`config.mk`:
```
export PLATFORM = sky130hd
export DESIGN_NAME = pulse_train_gen
export DESIGN_NICKNAME = d
export VERILOG_FILES = /design/src/rtl/pulse_train_gen_pkg.sv /design/src/rtl/pulse_train_gen_phase_timer.sv /design/src/rtl/pulse_train_gen.sv
export SDC_FILE = /design/constraint.sdc
export NUM_CORES = 1
export LEC_CHECK = 0
export CORE_ASPECT_RATIO = 1.2
export CORE_UTILIZATION = 60
export DETAILED_ROUTE_END_ITERATION = 7
export DONT_BUFFER_PORTS = 1
export GPL_ROUTABILITY_DRIVEN = 0
export PLACE_DENSITY_LB_ADDON = 0.12
export SLEW_MARGIN = 5
export SYNTH_ARGS = -nofsm -noshare
export SYNTH_HDL_FRONTEND = slang
export SYNTH_HIERARCHICAL = 1
export SYNTH_SLANG_ARGS = --single-unit
```
`constraint.sdc`:
```
create_clock -name clock -period 3.2 [get_ports clock]
set_clock_uncertainty 0.2 [all_clocks]
set_input_delay 0.96 -clock clock [delete_from_list [all_inputs] [get_ports clock]]
set_output_delay 0.96 -clock clock [all_outputs]
set_load 0.1 [all_outputs]
```
`src/rtl/pulse_train_gen_pkg.sv`:
```
// Shared types and defaults for the pulse-train generator.
// State codes are fixed so benches can decode them.
package pulse_train_gen_pkg;

  typedef enum logic [1:0] {
    ST_IDLE = 2'd0,
    ST_HIGH = 2'd1,
    ST_LOW  = 2'd2
  } state_e;

  localparam int unsigned LEN_W_DEF   = 8;
  localparam int unsigned COUNT_W_DEF = 4;

endpackage

```
`src/rtl/pulse_train_gen_phase_timer.sv`:
```
// Phase length timer: loads max(len,1), counts down,
// flags the last cycle of the phase.
module phase_timer #(
  parameter int unsigned LEN_W = 8
) (
  input  logic             clock,
  input  logic             reset_n,
  input  logic             clear_i,
  input  logic             load_i,
  input  logic [LEN_W-1:0] len_i,
  input  logic             en_i,
  output logic             expire_o
);

  localparam logic [LEN_W-1:0] ONE = {{(LEN_W-1){1'b0}}, 1'b1};

  logic [LEN_W-1:0] cnt_q;
  logic [LEN_W-1:0] cnt_d;
  logic [LEN_W-1:0] len_eff;

  assign len_eff  = (len_i == '0) ? ONE : len_i;
  assign expire_o = en_i && (cnt_q == ONE);

  always_comb begin
    cnt_d = cnt_q;
    if (clear_i) begin
      cnt_d = '0;
    end else if (load_i) begin
      cnt_d = len_eff;
    end else if (en_i && cnt_q != '0) begin
      cnt_d = cnt_q - ONE;
    end
  end

  always_ff @(posedge clock or negedge reset_n) begin
    if (!reset_n) begin
      cnt_q <= '0;
    end else begin
      cnt_q <= cnt_d;
    end
  end

endmodule

```
`src/rtl/pulse_train_gen.sv`:
```
// Pulse-train generator: FSM, shadowed settings and pulse counter;
// phase timing is delegated to phase_timer.
module pulse_train_gen
  import pulse_train_gen_pkg::*;
#(
  parameter int unsigned LEN_W   = LEN_W_DEF,
  parameter int unsigned COUNT_W = COUNT_W_DEF
) (
  input  logic               clock,
  input  logic               reset_n,
  input  logic               start,
  input  logic               stop,
  input  logic               continuous,
  input  logic [LEN_W-1:0]   high_len,
  input  logic [LEN_W-1:0]   low_len,
  input  logic [COUNT_W-1:0] n_pulses,
  output logic               signal,
  output logic               busy,
  output logic               done,
  output logic [COUNT_W-1:0] pulse_cnt
);

  state_e             state_q, state_d;
  logic               signal_q, signal_d;
  logic               busy_q, busy_d;
  logic               done_q, done_d;
  logic [COUNT_W-1:0] cnt_q, cnt_d;
  logic [LEN_W-1:0]   hi_q, hi_d;
  logic [LEN_W-1:0]   lo_q, lo_d;
  logic [COUNT_W-1:0] n_q, n_d;
  logic               cont_q, cont_d;

  logic               tmr_clear;
  logic               tmr_load;
  logic [LEN_W-1:0]   tmr_len;
  logic               tmr_en;
  logic               expire;

  assign tmr_en = (state_q != ST_IDLE);

  phase_timer #(
    .LEN_W (LEN_W)
  ) u_timer (
    .clock    (clock),
    .reset_n  (reset_n),
    .clear_i  (tmr_clear),
    .load_i   (tmr_load),
    .len_i    (tmr_len),
    .en_i     (tmr_en),
    .expire_o (expire)
  );

  always_comb begin
    state_d   = state_q;
    signal_d  = signal_q;
    busy_d    = busy_q;
    done_d    = 1'b0;
    cnt_d     = cnt_q;
    hi_d      = hi_q;
    lo_d      = lo_q;
    n_d       = n_q;
    cont_d    = cont_q;
    tmr_clear = 1'b0;
    tmr_load  = 1'b0;
    tmr_len   = hi_q;
    unique case (state_q)
      ST_IDLE: begin
        if (start && !stop) begin
          if (continuous || n_pulses != '0) begin
            state_d  = ST_HIGH;
            signal_d = 1'b1;
            busy_d   = 1'b1;
            cnt_d    = '0;
            hi_d     = high_len;
            lo_d     = low_len;
            n_d      = n_pulses;
            cont_d   = continuous;
            tmr_load = 1'b1;
            tmr_len  = high_len;
          end else begin
            done_d = 1'b1;
          end
        end
      end
      ST_HIGH: begin
        if (stop) begin
          state_d   = ST_IDLE;
          signal_d  = 1'b0;
          busy_d    = 1'b0;
          tmr_clear = 1'b1;
        end else if (expire) begin
          state_d  = ST_LOW;
          signal_d = 1'b0;
          cnt_d    = cnt_q + COUNT_W'(1);
          tmr_load = 1'b1;
          tmr_len  = lo_q;
        end
      end
      ST_LOW: begin
        if (stop) begin
          state_d   = ST_IDLE;
          signal_d  = 1'b0;
          busy_d    = 1'b0;
          tmr_clear = 1'b1;
        end else if (expire) begin
          // Train always finishes on a low phase
          if (!cont_q && cnt_q == n_q) begin
            state_d   = ST_IDLE;
            busy_d    = 1'b0;
            done_d    = 1'b1;
            tmr_clear = 1'b1;
          end else begin
            state_d  = ST_HIGH;
            signal_d = 1'b1;
            tmr_load = 1'b1;
            tmr_len  = hi_q;
          end
        end
      end
      default: begin
        state_d  = ST_IDLE;
        signal_d = 1'b0;
        busy_d   = 1'b0;
      end
    endcase
  end

  always_ff @(posedge clock or negedge reset_n) begin
    if (!reset_n) begin
      state_q  <= ST_IDLE;
      signal_q <= 1'b0;
      busy_q   <= 1'b0;
      done_q   <= 1'b0;
      cnt_q    <= '0;
      hi_q     <= '0;
      lo_q     <= '0;
      n_q      <= '0;
      cont_q   <= 1'b0;
    end else begin
      state_q  <= state_d;
      signal_q <= signal_d;
      busy_q   <= busy_d;
      done_q   <= done_d;
      cnt_q    <= cnt_d;
      hi_q     <= hi_d;
      lo_q     <= lo_d;
      n_q      <= n_d;
      cont_q   <= cont_d;
    end
  end

  assign signal    = signal_q;
  assign busy      = busy_q;
  assign done      = done_q;
  assign pulse_cnt = cnt_q;

endmodule

```
Word-level counts from Yosys, hierarchy flattened:

Index checks and enable logic that the tools add are counted.

* add/sub/neg operators: 2
* reduce and logical (&&, ||, !) cells: 19
* eq/ne operators: 13
* multiplexer cells: 52

Operator list (count)
* $mux W8: 8
* $mux W1: 26
* $mux W4: 4
* $pmux W8 S2: 1
* $reduce_and A5 Y1: 3
* $mux W2: 6
* $ne A3 B3 Y1 const B: 4
* $ne A2 B2 Y1 const B: 5
* $pmux W1 S3: 3
* $eq A8 B1 Y1 const B: 1
* $logic_not A8 Y1: 1
* $pmux W4 S2: 1
* $reduce_bool A8 Y1: 1
* $sub A8 B1 Y8 const B: 1
* $pmux W2 S3: 1
* $add A4 B1 Y4 const B: 1
* $eq A4 B4 Y1: 1
* $logic_and A1 B1 Y1: 4
* $pmux W1 S2: 2
* $reduce_and A4 Y1: 1
* $reduce_bool A2 Y1: 2
* $reduce_bool A4 Y1: 1
* $reduce_and A3 Y1: 1
* $reduce_bool A3 Y1: 1
* other kinds (5): 6

* word-level logic and storage cells: 96
* bits of input ports: 25
* bits in registers: 38

Depth between registers and ports, before layout:

Gate-level depths: netlist of the first run.

* depth after elaboration: 9
* depth in mapped cells: 13
* depth with buffers taken out: 12

Cells and area by module:

Netlist of the first run, hierarchy kept.

By module, submodules not included
* pulse_train_gen: cells an instance 199, times used 1, area each 1634.1 um^2
* phase_timer: cells an instance 62, times used 1, area each 600.6 um^2

Worst setup path after synthesis of the first run:

No wires, ideal clock.

* kind: input to register
* from: input port n_pulses[1]
* to: register u_timer.cnt_q[0]
* required time: 2.923 ns
* path buffers: 1
* setup slack: 0.187 ns
* cell stages on the path: 10
* data arrival time: 2.736 ns
* path through: or4_4 o21ai_4 nor3_1 buf_2 nand2_1 nand3_1 nor4_1 a21oi_1 a21o_1 a21oi_1

* word-level cells in the longest chain between the ends: 9
* elaborated cells between the ends (all ways): 13

RTL lines
* start: declaration: RTL line pulse_train_gen.sv:16 `input logic [COUNT_W-1:0] n_pulses,`
* $reduce_bool A4 Y1: RTL line pulse_train_gen.sv:69 `if (continuous || n_pulses != '0) begin`
* $logic_or A1 B1 Y1: RTL line pulse_train_gen.sv:69
* $mux W8 (2 in series)
* $pmux W8 S2: RTL line pulse_train_gen.sv:66 `unique case (state_q)`
* net tmr_len[4]: RTL line pulse_train_gen.sv:35 `logic [LEN_W-1:0] tmr_len;`
* $logic_not A8 Y1: RTL line pulse_train_gen_phase_timer.sv:21 `assign len_eff = (len_i == '0) ? ONE : len_i;`
* $mux W8: RTL line pulse_train_gen_phase_timer.sv:21
* $mux W8: RTL line pulse_train_gen_phase_timer.sv:28 `end else if (load_i) begin`
* $mux W8: RTL line pulse_train_gen_phase_timer.sv:26 `if (clear_i) begin`
* end signal: assignment: RTL line pulse_train_gen_phase_timer.sv:39 `cnt_q <= cnt_d;`
* end: declaration: RTL line pulse_train_gen_phase_timer.sv:17 `logic [LEN_W-1:0] cnt_q;`

The timed path passes the listed nets, and every way through them passes these cells.
A chain may end at the register's enable or synchronous reset.

Final worst setup path of the first run:

* from: register u_timer.cnt_q[4]
* to: register u_timer.cnt_q[0]

* word-level cells in the longest chain between the ends: 9
* elaborated cells between the ends (all ways): 20

RTL lines
* $eq A8 B1 Y1: RTL line pulse_train_gen_phase_timer.sv:22 `assign expire_o = en_i && (cnt_q == ONE);`
* $logic_and A1 B1 Y1: RTL line pulse_train_gen_phase_timer.sv:22
* net expire: RTL line pulse_train_gen.sv:37 `logic expire;`
* $mux W8: RTL line pulse_train_gen.sv:91 `end else if (expire) begin`
* $mux W8: RTL line pulse_train_gen.sv:86 `if (stop) begin`
* $pmux W8 S2: RTL line pulse_train_gen.sv:66
* net tmr_len[4]: RTL line pulse_train_gen.sv:35
* $logic_not A8 Y1: RTL line pulse_train_gen_phase_timer.sv:21
* $mux W8: RTL line pulse_train_gen_phase_timer.sv:21
* $mux W8: RTL line pulse_train_gen_phase_timer.sv:28
* $mux W8: RTL line pulse_train_gen_phase_timer.sv:26

The timed path passes the listed nets, and every way through them passes these cells.

==> flow_metrics.tcl, run 1 <==
set metrics [dict create \
    period_share 0.906 \
    synth-async-reset-ratio 1.00 \
    syn_to_final_growth_pct 8.40 \
    fin_nets 303 \
    drt-total-wl_microns 4400 \
    p_leak_nw 1.13 \
    irDropWorstVdd_mv 0.493 \
    cts.repair.resized 0 \
    gr-total-overflow 0 \
    critPathLaunchType "flip-flop" \
    post_cts_buffers 0 \
    critPathKind "flip-flop to flip-flop" \
    seqPwrFrac 0.374 \
    fin_tns_setup_ns 0 \
    synth.distinct_cells 49 \
    r2r-start "u_timer/cnt_q[4]$_DFFE_PN0P_" \
    die_h_microns 68.9 \
    first_global_vias 1668 \
    drtPass1Iterations 6 \
    pwr-share-clk 0.159 \
    rows 23 \
    coreArea_sq_um 3450 \
    ys.flop_type "dfrtp_1" \
    max-slew-margin-rel 0.348 \
    setup_viol 0 \
    hold_path.class "input port to asynchronous set/reset pin" \
    antenna_found_initial 0 \
    worst_pin_slew_ns 0.973 \
    rsz0062_at_grt "no" \
    path_common_cell "a21oi_1" \
    cts.clk_slew.worst_paths_ns 0.07 \
    reg2regPathDepth 10 \
    drtIter0Drc 84 \
    synth_area_leaders "dfrtp_1 43%, nand2_1 14%, ha_1 4.5%" \
    fmax_ghz 0.345 \
    synth_xor_area_frac 0.0392 \
    yosysTopAreaCell "dfrtp_1" \
    antenna_cells 0 \
    yosysSeqAreaShare 0.426 \
    ant_nets 0 \
    avgSynthCellArea_sq_um 8.56 \
    synthAdderAreaFrac 0.0448 \
    grt_use_total 0.256 \
    combinationalPowerShare 0.466 \
    rr_endpoint "u_timer/cnt_q[0]$_DFFE_PN0P_" \
    slew_viol_final 0 \
    clockRootBuffer "clkbuf_8" \
    syn_inst 261 \
    cts_buffers 5 \
    ff2ff_setup_slack_ns 0.30 \
    cp.required_ns 3.22 \
    crit_start "u_timer/cnt_q[4]$_DFFE_PN0P_" \
    yosysWarnings 6 \
    remaining_drc_errors 1 \
    initial_core_util 0.647 \
    vias 1784 \
    p_int_mw 1.37 \
    hold_violations 0 \
    status "finished, violations left" \
    power.density_nw_per_um2 1010 \
    chipWidth_microns 57.7 \
    critPathCaptureType "flip-flop" \
    grt_first_pass_wirelength_microns 7600 \
    viasPerCell 5.79 \
    cts_tree "built" \
    synth.cell_area_sq_um 2230 \
    fillers 281 \
    synth_top_family_by_area "simple AND/OR/NAND/NOR gates" \
    utilization 0.701 \
    yosys_register_bits 38 \
    yosys.area_share.simple 0.299 \
    synth_enable_flop_cells 0 \
    failed_checks "DRC" \
    clock-sinks 38 \
    drive_gt1_frac 0.114 \
    cpPeakStageDelay_ns 0.50 \
    crit_fanout 11 \
    die-area_sq_um 3970 \
    period_minus_slack_ns 2.90 \
    grt_max_degree 39 \
    crit_path_end "u_timer/cnt_q[0]$_DFFE_PN0P_" \
    switching_share 0.442 \
    syn_nets 294 \
    routedWlPerCell_microns 14.3 \
    crit_arrival_ns 2.91 \
    cts_max_level 2 \
    insertion_delay_ns 0.28 \
    synth_top_cell_area_share 0.426 \
    ctsHoldBuffers 0 \
    p_sw_mw 1.09 \
    portBuffers 0 \
    clockBufferDepth 2 \
    synth_compound_area_frac 0.144 \
    synthMuxAreaShare 0 \
    drv_cap 0 \
    ios 32 \
    cpMaxStageDelayCell "a2111o_1" \
    worstPathCellList "nor4_4 -> and4_1 -> nor2b_1 -> a2111o_1 -> nand2_1 -> nand3_1 -> nor4_1 -> a21oi_1 -> a21o_1 -> a21oi_1" \
    hpwl_microns 3250 \
]
-- state kept, by name, summed over array words and instances (netlist names) --
name           flops
hi_q               8
lo_q               8
cont_q             1
pulse_cnt          4
busy               1
signal             1
done               1
u_timer/cnt_q      8
state_q            2
n_q                4
-- power groups by stage --
stage	registers, mW	logic [mW]	clock network (mW)
finish	0.920	1.15	0.392
global route	0.942	1.29	0.419
CTS	0.916	1.15	0.402
detailed placement	0.922	1.14	0
global placement	0.920	1.11	0
floorplan	1.04	0.776	0
-- worst max-delay path, delay by kind of cell, from the launching register on --
kind / cells / cell delay [ns]
and+or+nand+nor: 6 / 1.25
AOI/OAI and AO/OA: 4 / 0.90
DFF: 1 / 0.47
-- synthesized netlist by cell type (2+ instances only) --
| master | n |
|---|---|
| nand2_1 | 86 |
| dfrtp_1 | 38 |
| nor2_1 | 15 |
| nand3_1 | 13 |
| inv_1 | 10 |
| a21oi_1 | 9 |
| o21ai_0 | 9 |
| xnor2_1 | 9 |
| ha_1 | 8 |
| nor3_1 | 7 |
| nand2b_1 | 4 |
| nor2b_1 | 4 |
| a211oi_1 | 3 |
| buf_2 | 3 |
| buf_6 | 3 |
| clkbuf_1 | 3 |
| a211oi_2 | 2 |
| a221oi_1 | 2 |
| buf_1 | 2 |
| nor4_1 | 2 |
-- layer usage --
layer | vias to the layer above | share of wire | global-route usage
li1 | 907 | - | -
met1 | 819 | 0.48 | 0.344
met2 | 49 | 0.45 | 0.414
met3 | 9 | 0.057 | 0.0653
met4 | 0 | 0.015 | 0.0744
met5 | - | 0 | 0
-- area by class of cell --
type | count | area, sq um | share of cell area
flip-flops and latches | 38 | 951 | 0.393
repair buffers | 13 | 97.6 | 0.0403
well taps | 37 | 46.3 | 0.0191
multi-input cells | 202 | 1180 | 0.489
inverters | 10 | 37.5 | 0.0155
clock inverters | 1 | 30.0 | 0.0124
clock buffers | 7 | 76.3 | 0.0315
-- through the flow --
stage / cell area (sq um) / total power [mW] / hold WS [ns] / cells / setup WS [ns]
detailed placement: 2320 / 2.06 / 0.263 / 300 / 0.111
floorplan: 2230 / 1.82 / 0.244 / 261 / 0.187
finish: 2420 / 2.46 / 0.162 / 308 / 0.301
global placement: 2320 / 2.03 / 0.260 / 300 / 0.215
CTS: 2420 / 2.47 / 0.155 / 308 / 0.271
global route: 2420 / 2.65 / 0.146 / 308 / 0.0279
-- worst min path at each step --
| stage | end | depth (start not counted) | startpoint |
|---|---|---|---|
| after floorplan | lo_q[0]$_DFFE_PN0P_ | 2 | lo_q[0]$_DFFE_PN0P_ |
| after global placement | hi_q[5]$_DFFE_PN0P_ | 2 | hi_q[5]$_DFFE_PN0P_ |
| after detailed placement | hi_q[0]$_DFFE_PN0P_ | 2 | hi_q[0]$_DFFE_PN0P_ |
| after CTS | u_timer/cnt_q[2]$_DFFE_PN0P_ | 0 | reset_n |
| after global routing | u_timer/cnt_q[4]$_DFFE_PN0P_ | 0 | reset_n |
| final | u_timer/cnt_q[2]$_DFFE_PN0P_ | 0 | reset_n |
-- layout by cell type, fill, tap and decap left out, drive strengths merged, types with 4 or more instances in the layout --
cell type and n:
inv 10, ha 8, nor2b 4, nor2 15
a211oi 5, nand2 86, buf 13, nand3 13
a21oi 9, nor3 7, o21ai 10, clkbuf 7
nand2b 4, dfrtp 38, xnor2 9
-- cells by family (layout without fill, tap and decap cells) --
kind of cell,after synthesis,count (layout)
AO/OA/AOI/OAI,40,40
XOR/XNOR,10,10
adder cells (fa/ha/maj),8,8
buffers and inverters,21,31
flip-flops,38,38
AND/OR/NAND/NOR,144,144
No activity file was read; power rests on OpenSTA's default activity.
==> run 2, diff against run 1 <==
--- a/config.mk
+++ b/config.mk
@@ -10,7 +10,8 @@
 export DETAILED_ROUTE_END_ITERATION = 7
 export DONT_BUFFER_PORTS = 1
 export GPL_ROUTABILITY_DRIVEN = 0
-export PLACE_DENSITY_LB_ADDON = 0.12
+export PLACE_DENSITY = 0.88
+export SKIP_CTS_REPAIR_TIMING = 1
 export SLEW_MARGIN = 5
 export SYNTH_ARGS = -nofsm -noshare
 export SYNTH_HDL_FRONTEND = slang
==> run 2 against run 1 <==
The flow still finishes with violations (DRC); count of clock-buffer cells in the layout fell by 2; power down 3.1%; combinational power shrank 3%; core utilization shrank 0.80 points; register-to-register slack lost 0.02 ns; via count is 6.7% higher; sequential power grew 5.0%; first-iteration DRC count is 14% higher; die area unchanged; clock power is 21% lower; cell area shrank 1.1%; routed wire length grew 4.7%; largest cell class unchanged; highest routed layer unchanged.
==> flow_metrics.tcl, run 2 (synthesis gave the netlist of run 1 again) <==
set metrics [dict create \
    status "finished, violations left" \
    failed_checks "DRC" \
    viasPerCell 6.20 \
    fmax_ghz 0.342 \
    vias 1904 \
    cp.required_ns 3.22 \
    rsz0062_at_grt "no" \
    setup_viol 0 \
    routedWlPerCell_microns 15.0 \
    grt_max_degree 39 \
    power.density_nw_per_um2 995 \
    cts.clk_slew.worst_paths_ns 0.07 \
    power.total_mw 2.38 \
    reg.largest.list "hi_q: 8 flops, lo_q: 8 flops, u_timer/cnt_q: 8 flops" \
    worst_pin_slew_ns 0.902 \
    hpwl_microns 3370 \
    fin_tns_setup_ns 0 \
    fin_area_sq_um 2390 \
    grt_use_total 0.256 \
    coreArea_sq_um 3450 \
    first_global_vias 1804 \
    chipWidth_microns 57.7 \
    drtPass1Iterations 6 \
    period_minus_slack_ns 2.92 \
    cts_max_level 2 \
    grt_first_pass_wirelength_microns 7730 \
    clockBufferDepth 2 \
    remaining_drc_errors 1 \
    hold_violations 0 \
    initial_core_util 0.647 \
    max-slew-margin-rel 0.399 \
    drt-total-wl_microns 4610 \
    critPathKind "flip-flop to flip-flop" \
    multi_input_area_sq_um 1180 \
    ff_latch_area_sq_um 951 \
    reg2regPathDepth 10 \
    insertion_delay_ns 0.29 \
    final_cell_mix "86 x nand2_1, 38 x dfrtp_1, 15 x nor2_1, 13 x nand3_1, 13 x buf_4" \
    crit_fanout 11 \
    die_h_microns 68.9 \
    rows 23 \
    critPathLaunchType "flip-flop" \
    clock-sinks 38 \
    gr-total-overflow 0 \
    antenna_cells 0 \
    crit_arrival_ns 2.94 \
    p_leak_nw 1.12 \
    clockRootBuffer "clkbuf_8" \
    ios 32 \
    irDropWorstVdd_mv 0.567 \
    ant_nets 0 \
    syn_to_final_growth_pct 7.17 \
    drive_gt1_frac 0.119 \
    fin_nets 303 \
    dpl.cell_count 300 \
    period_share 0.913 \
    cts_tree "built" \
    critPathCaptureType "flip-flop" \
    hold_path.class "input port to asynchronous set/reset pin" \
    antenna_found_initial 0 \
    drtIter0Drc 96 \
    die-area_sq_um 3970 \
    drv_cap 0 \
    stdcell_count 307 \
    slew_viol_final 0 \
    cts_buffers 5 \
    layout_commonest_cell "nand2_1" \
    fillers 245 \
    portBuffers 0 \
    utilization 0.693 \
    placed_area_sq_um 2320 \
]
run 2: changes by cell type in the layout (fill, tap and decap cells not counted), sizes merged:
cell    previous run  this run
clkinv             0         2
clkbuf             7         5
bufinv             1         0
run 2: per-stage QoR:
step | setup WS (ns) | hold WS (ns)
after global placement | 0.221 | 0.258
after CTS | 0.288 | 0.148
final | 0.280 | 0.157
after detailed placement | 0.156 | 0.262
after floorplan | 0.187 | 0.244
after global routing | 0.128 | 0.145
run 2: area by class of cell:
type / count / share of cell area
Multi-Input combinational cell: 202 / 0.494
Sequential cell: 38 / 0.397
Timing Repair Buffer: 13 / 0.0408
Clock buffer: 5 / 0.0287
Tap cell: 37 / 0.0193
Inverter: 10 / 0.0157
Clock inverter: 2 / 0.00418
run 2: critical path: stages, from the launching register on:
cell      delay (ns)
dfrtp_1         0.46
nor4_4          0.31
and4_1          0.33
nor2b_1         0.10
a2111o_1        0.51
nand2_1         0.13
nand3_1         0.11
nor4_1          0.30
a21oi_1         0.10
a21o_1          0.18
a21oi_1         0.11
run 2: routing by layer:
metal / routed length [microns] / vias up / track usage
met2: 2340 / 83 / 0.458
met3: 280 / 7 / 0.0392
li1: - / 901 / -
met5: 0 / - / 0
met1: 1920 / 913 / 0.318
met4: 68 / 0 / 0.0893
run 2: where the power goes:
part	internal, mW	total [mW]	switching, mW
logic	0.442	1.11	0.666
clock network	0.146	0.308	0.162
registers	0.694	0.966	0.272
run 2: final timing paths:
check / startpoint / endpoint / slack [ns]
worst max-delay path: u_timer/cnt_q[4]$_DFFE_PN0P_ / u_timer/cnt_q[0]$_DFFE_PN0P_ / 0.28
worst min-delay path: reset_n / signal$_DFFE_PN0P_ / 0.16
worst max register to register: u_timer/cnt_q[4]$_DFFE_PN0P_ / u_timer/cnt_q[0]$_DFFE_PN0P_ / 0.28
worst min register to register: hi_q[0]$_DFFE_PN0P_ / hi_q[0]$_DFFE_PN0P_ / 0.28
max in group asynchronous: reset_n / lo_q[4]$_DFFE_PN0P_ / 2.56
min in group clock: hi_q[0]$_DFFE_PN0P_ / hi_q[0]$_DFFE_PN0P_ / 0.28
==> run 3, diff against run 2 <==
--- a/config.mk
+++ b/config.mk
@@ -5,12 +5,12 @@
 export SDC_FILE = /design/constraint.sdc
 export NUM_CORES = 1
 export LEC_CHECK = 0
+export ABC_AREA = 1
 export CORE_ASPECT_RATIO = 1.2
-export CORE_UTILIZATION = 60
+export CORE_UTILIZATION = 54
 export DETAILED_ROUTE_END_ITERATION = 7
-export DONT_BUFFER_PORTS = 1
 export GPL_ROUTABILITY_DRIVEN = 0
-export PLACE_DENSITY = 0.88
+export PLACE_DENSITY = 0.91
 export SKIP_CTS_REPAIR_TIMING = 1
 export SLEW_MARGIN = 5
 export SYNTH_ARGS = -nofsm -noshare
==> run 3 against run 2 <==
The flow now finishes without violations; critical endpoint is now u_timer/cnt_q[4]$_DFFE_PN0P_; first-iteration DRC count rose by 75%; worst setup slack gained 0.058 ns; global-route usage rose by 0.10 points; via count is 8.8% higher; clock power up 33%; combinational power rose by 23%; routed wire length grew 5.2%; area after synthesis grew 1.8%; highest routed layer unchanged; sequential power down 13%; non-clock buffer count up 28.
==> flow_metrics.tcl, run 3 <==
set metrics [dict create \
    status "finished clean" \
    rsz0062_at_grt "no" \
    ant_nets 0 \
    syn_to_final_growth_pct 21.0 \
    yosysTopAreaCell "dfrtp_1" \
    syn_inst 301 \
    insertion_delay_ns 0.29 \
    fmax_ghz 0.349 \
    clockBufferDepth 2 \
    utilization 0.693 \
    ios 32 \
    layout_commonest_cell "nand2_1" \
    crit_arrival_ns 2.89 \
    critPathKind "input port to flip-flop" \
    antenna_cells 0 \
    yosysWarnings 6 \
    power.total_mw 2.62 \
    die-area_sq_um 4480 \
    hpwl_microns 3590 \
    antenna_found_initial 0 \
    hold_path.class "flip-flop to flip-flop" \
    yosys_register_bits 38 \
    avgSynthCellArea_sq_um 7.56 \
    gr-total-overflow 0 \
    grt_use_total 0.257 \
    synth_common_cells "83 x nand2_1, 38 x dfrtp_1, 38 x nand3_1, 36 x inv_1, 24 x o21ai_0" \
    routedWlPerCell_microns 12.2 \
    initial_core_util 0.573 \
    yosysMostFrequentCell "nand2_1" \
    cts_buffers 5 \
    vias 2071 \
    period_share 0.894 \
    crit_fanout 6 \
    remaining_drc_errors 0 \
    synth-async-reset-ratio 1.00 \
    dpl.cell_count 388 \
    synth_area_leaders "dfrtp_1 42%, nand2_1 14%, nand3_1 8.4%" \
    coreArea_sq_um 3970 \
    drive_gt1_frac 0.123 \
    synth.distinct_cells 32 \
    chipWidth_microns 61.2 \
    p_leak_nw 1.37 \
    fin_nets 374 \
    fillers 318 \
    first_global_vias 1952 \
    hold_violations 0 \
    reg.largest.list "hi_q: 8 flops, lo_q: 8 flops, u_timer/cnt_q: 8 flops" \
    stdcell_count 396 \
    max-slew-margin-rel 0.444 \
    synth_enable_flop_cells 0 \
    synth_top_cell_area_share 0.418 \
    fin_tns_setup_ns 0 \
    critPathCaptureType "flip-flop" \
    drtPass1Iterations 4 \
    critPathLaunchType "input port" \
    syn_nets 334 \
    viasPerCell 5.23 \
    cts.clk_slew.worst_paths_ns 0.08 \
    final_cell_mix "83 x nand2_1, 38 x nand3_1, 38 x dfrtp_1, 36 x inv_1, 24 x o21ai_0" \
    die_h_microns 73.1 \
    period_minus_slack_ns 2.86 \
    clockRootBuffer "clkbuf_8" \
    cts_max_level 2 \
    grt_first_pass_wirelength_microns 8540 \
    rows 25 \
    drtIter0Drc 168 \
    grt_max_degree 39 \
    irDropWorstVdd_mv 0.426 \
    synth.cell_area_sq_um 2270 \
    drt-total-wl_microns 4850 \
    yosysSeqAreaShare 0.418 \
    setup_viol 0 \
    slew_viol_final 0 \
    cts_tree "built" \
    power.density_nw_per_um2 951 \
    cp.required_ns 3.23 \
    worst_pin_slew_ns 0.834 \
    portBuffers 31 \
    clock-sinks 38 \
    ys.flop_type "dfrtp_1" \
    drv_cap 0 \
]
run 3: power by group:
part	switching, mW	leakage [nW]	total [mW]	internal, mW
clock network	0.178	0.0504	0.410	0.232
registers	0.151	0.478	0.843	0.692
logic	0.891	0.841	1.36	0.473
run 3: cells by family after synthesis:
kind of cell / after synthesis / share of synthesized area
adders and majority gates: 8 / 0.0440
and+or+nand+nor: 159 / 0.315
xor gates and xnor gates: 3 / 0.0116
buffers and inverters: 47 / 0.0935
DFF: 38 / 0.418
AOI/OAI and AO/OA: 46 / 0.118
run 3: cell type report:
cell class	instances	area (sq um)	area share
Clock inverter	3	45.0	0.0164
Tap cell	54	67.6	0.0245
Inverter	39	146	0.0532
Timing Repair Buffer	41	363	0.132
Multi-Input combinational cell	216	1110	0.404
Clock buffer	5	68.8	0.0250
Sequential cell	38	951	0.345
run 3: through the flow:
| stage | setup slack (ns) | cell area [sq um] | hold WS (ns) |
|---|---|---|---|
| 2_1_floorplan | 0.557 | 2270 | 0.249 |
| 3_3_place_gp | 0.175 | 2640 | 0.266 |
| 3_5_place_dp | 0.0742 | 2640 | 0.268 |
| 4_1_cts | 0.356 | 2750 | 0.288 |
| 5_1_grt | 0.157 | 2750 | 0.301 |
| 6_report | 0.338 | 2750 | 0.283 |
run 3: worst paths after layout:
path                                         from                      endpoint  slack (ns)  cells past startpoint
setup / recovery                             stop  u_timer/cnt_q[4]$_DFFE_PN0P_        0.34                     13
hold / removal                lo_q[5]$_DFFE_PN0P_           lo_q[5]$_DFFE_PN0P_        0.28                      2
setup reg to reg           state_q[0]$_DFFE_PN0P_  u_timer/cnt_q[4]$_DFFE_PN0P_        0.65                     13
hold reg to reg               lo_q[5]$_DFFE_PN0P_           lo_q[5]$_DFFE_PN0P_        0.28                      2
max in group asynchronous                 reset_n            cont_q$_DFFE_PN0P_        1.71                      1
min in group asynchronous                 reset_n            signal$_DFFE_PN0P_        0.56                      1
run 3: per-layer routing:
layer | up-vias | routed length, microns | part of all wire | GRT usage
li1 | 1045 | - | - | -
met1 | 946 | 2140 | 0.44 | 0.333
met2 | 67 | 2390 | 0.49 | 0.409
met3 | 13 | 198 | 0.041 | 0.0514
met4 | 0 | 115 | 0.024 | 0.111
met5 | - | 0 | 0 | 0
run 3: worst max-delay path, stage by stage:
cell	delay, ns
clkdlybuf4s50_1	0.44
inv_1	0.11
nand2_1	0.10
inv_1	0.10
nand2_1	0.09
nand2_1	0.07
nand2_1	0.05
a21oi_1	0.26
clkinv_1	0.23
buf_4	0.21
nand3_1	0.09
nand3_1	0.08
nand2_1	0.08
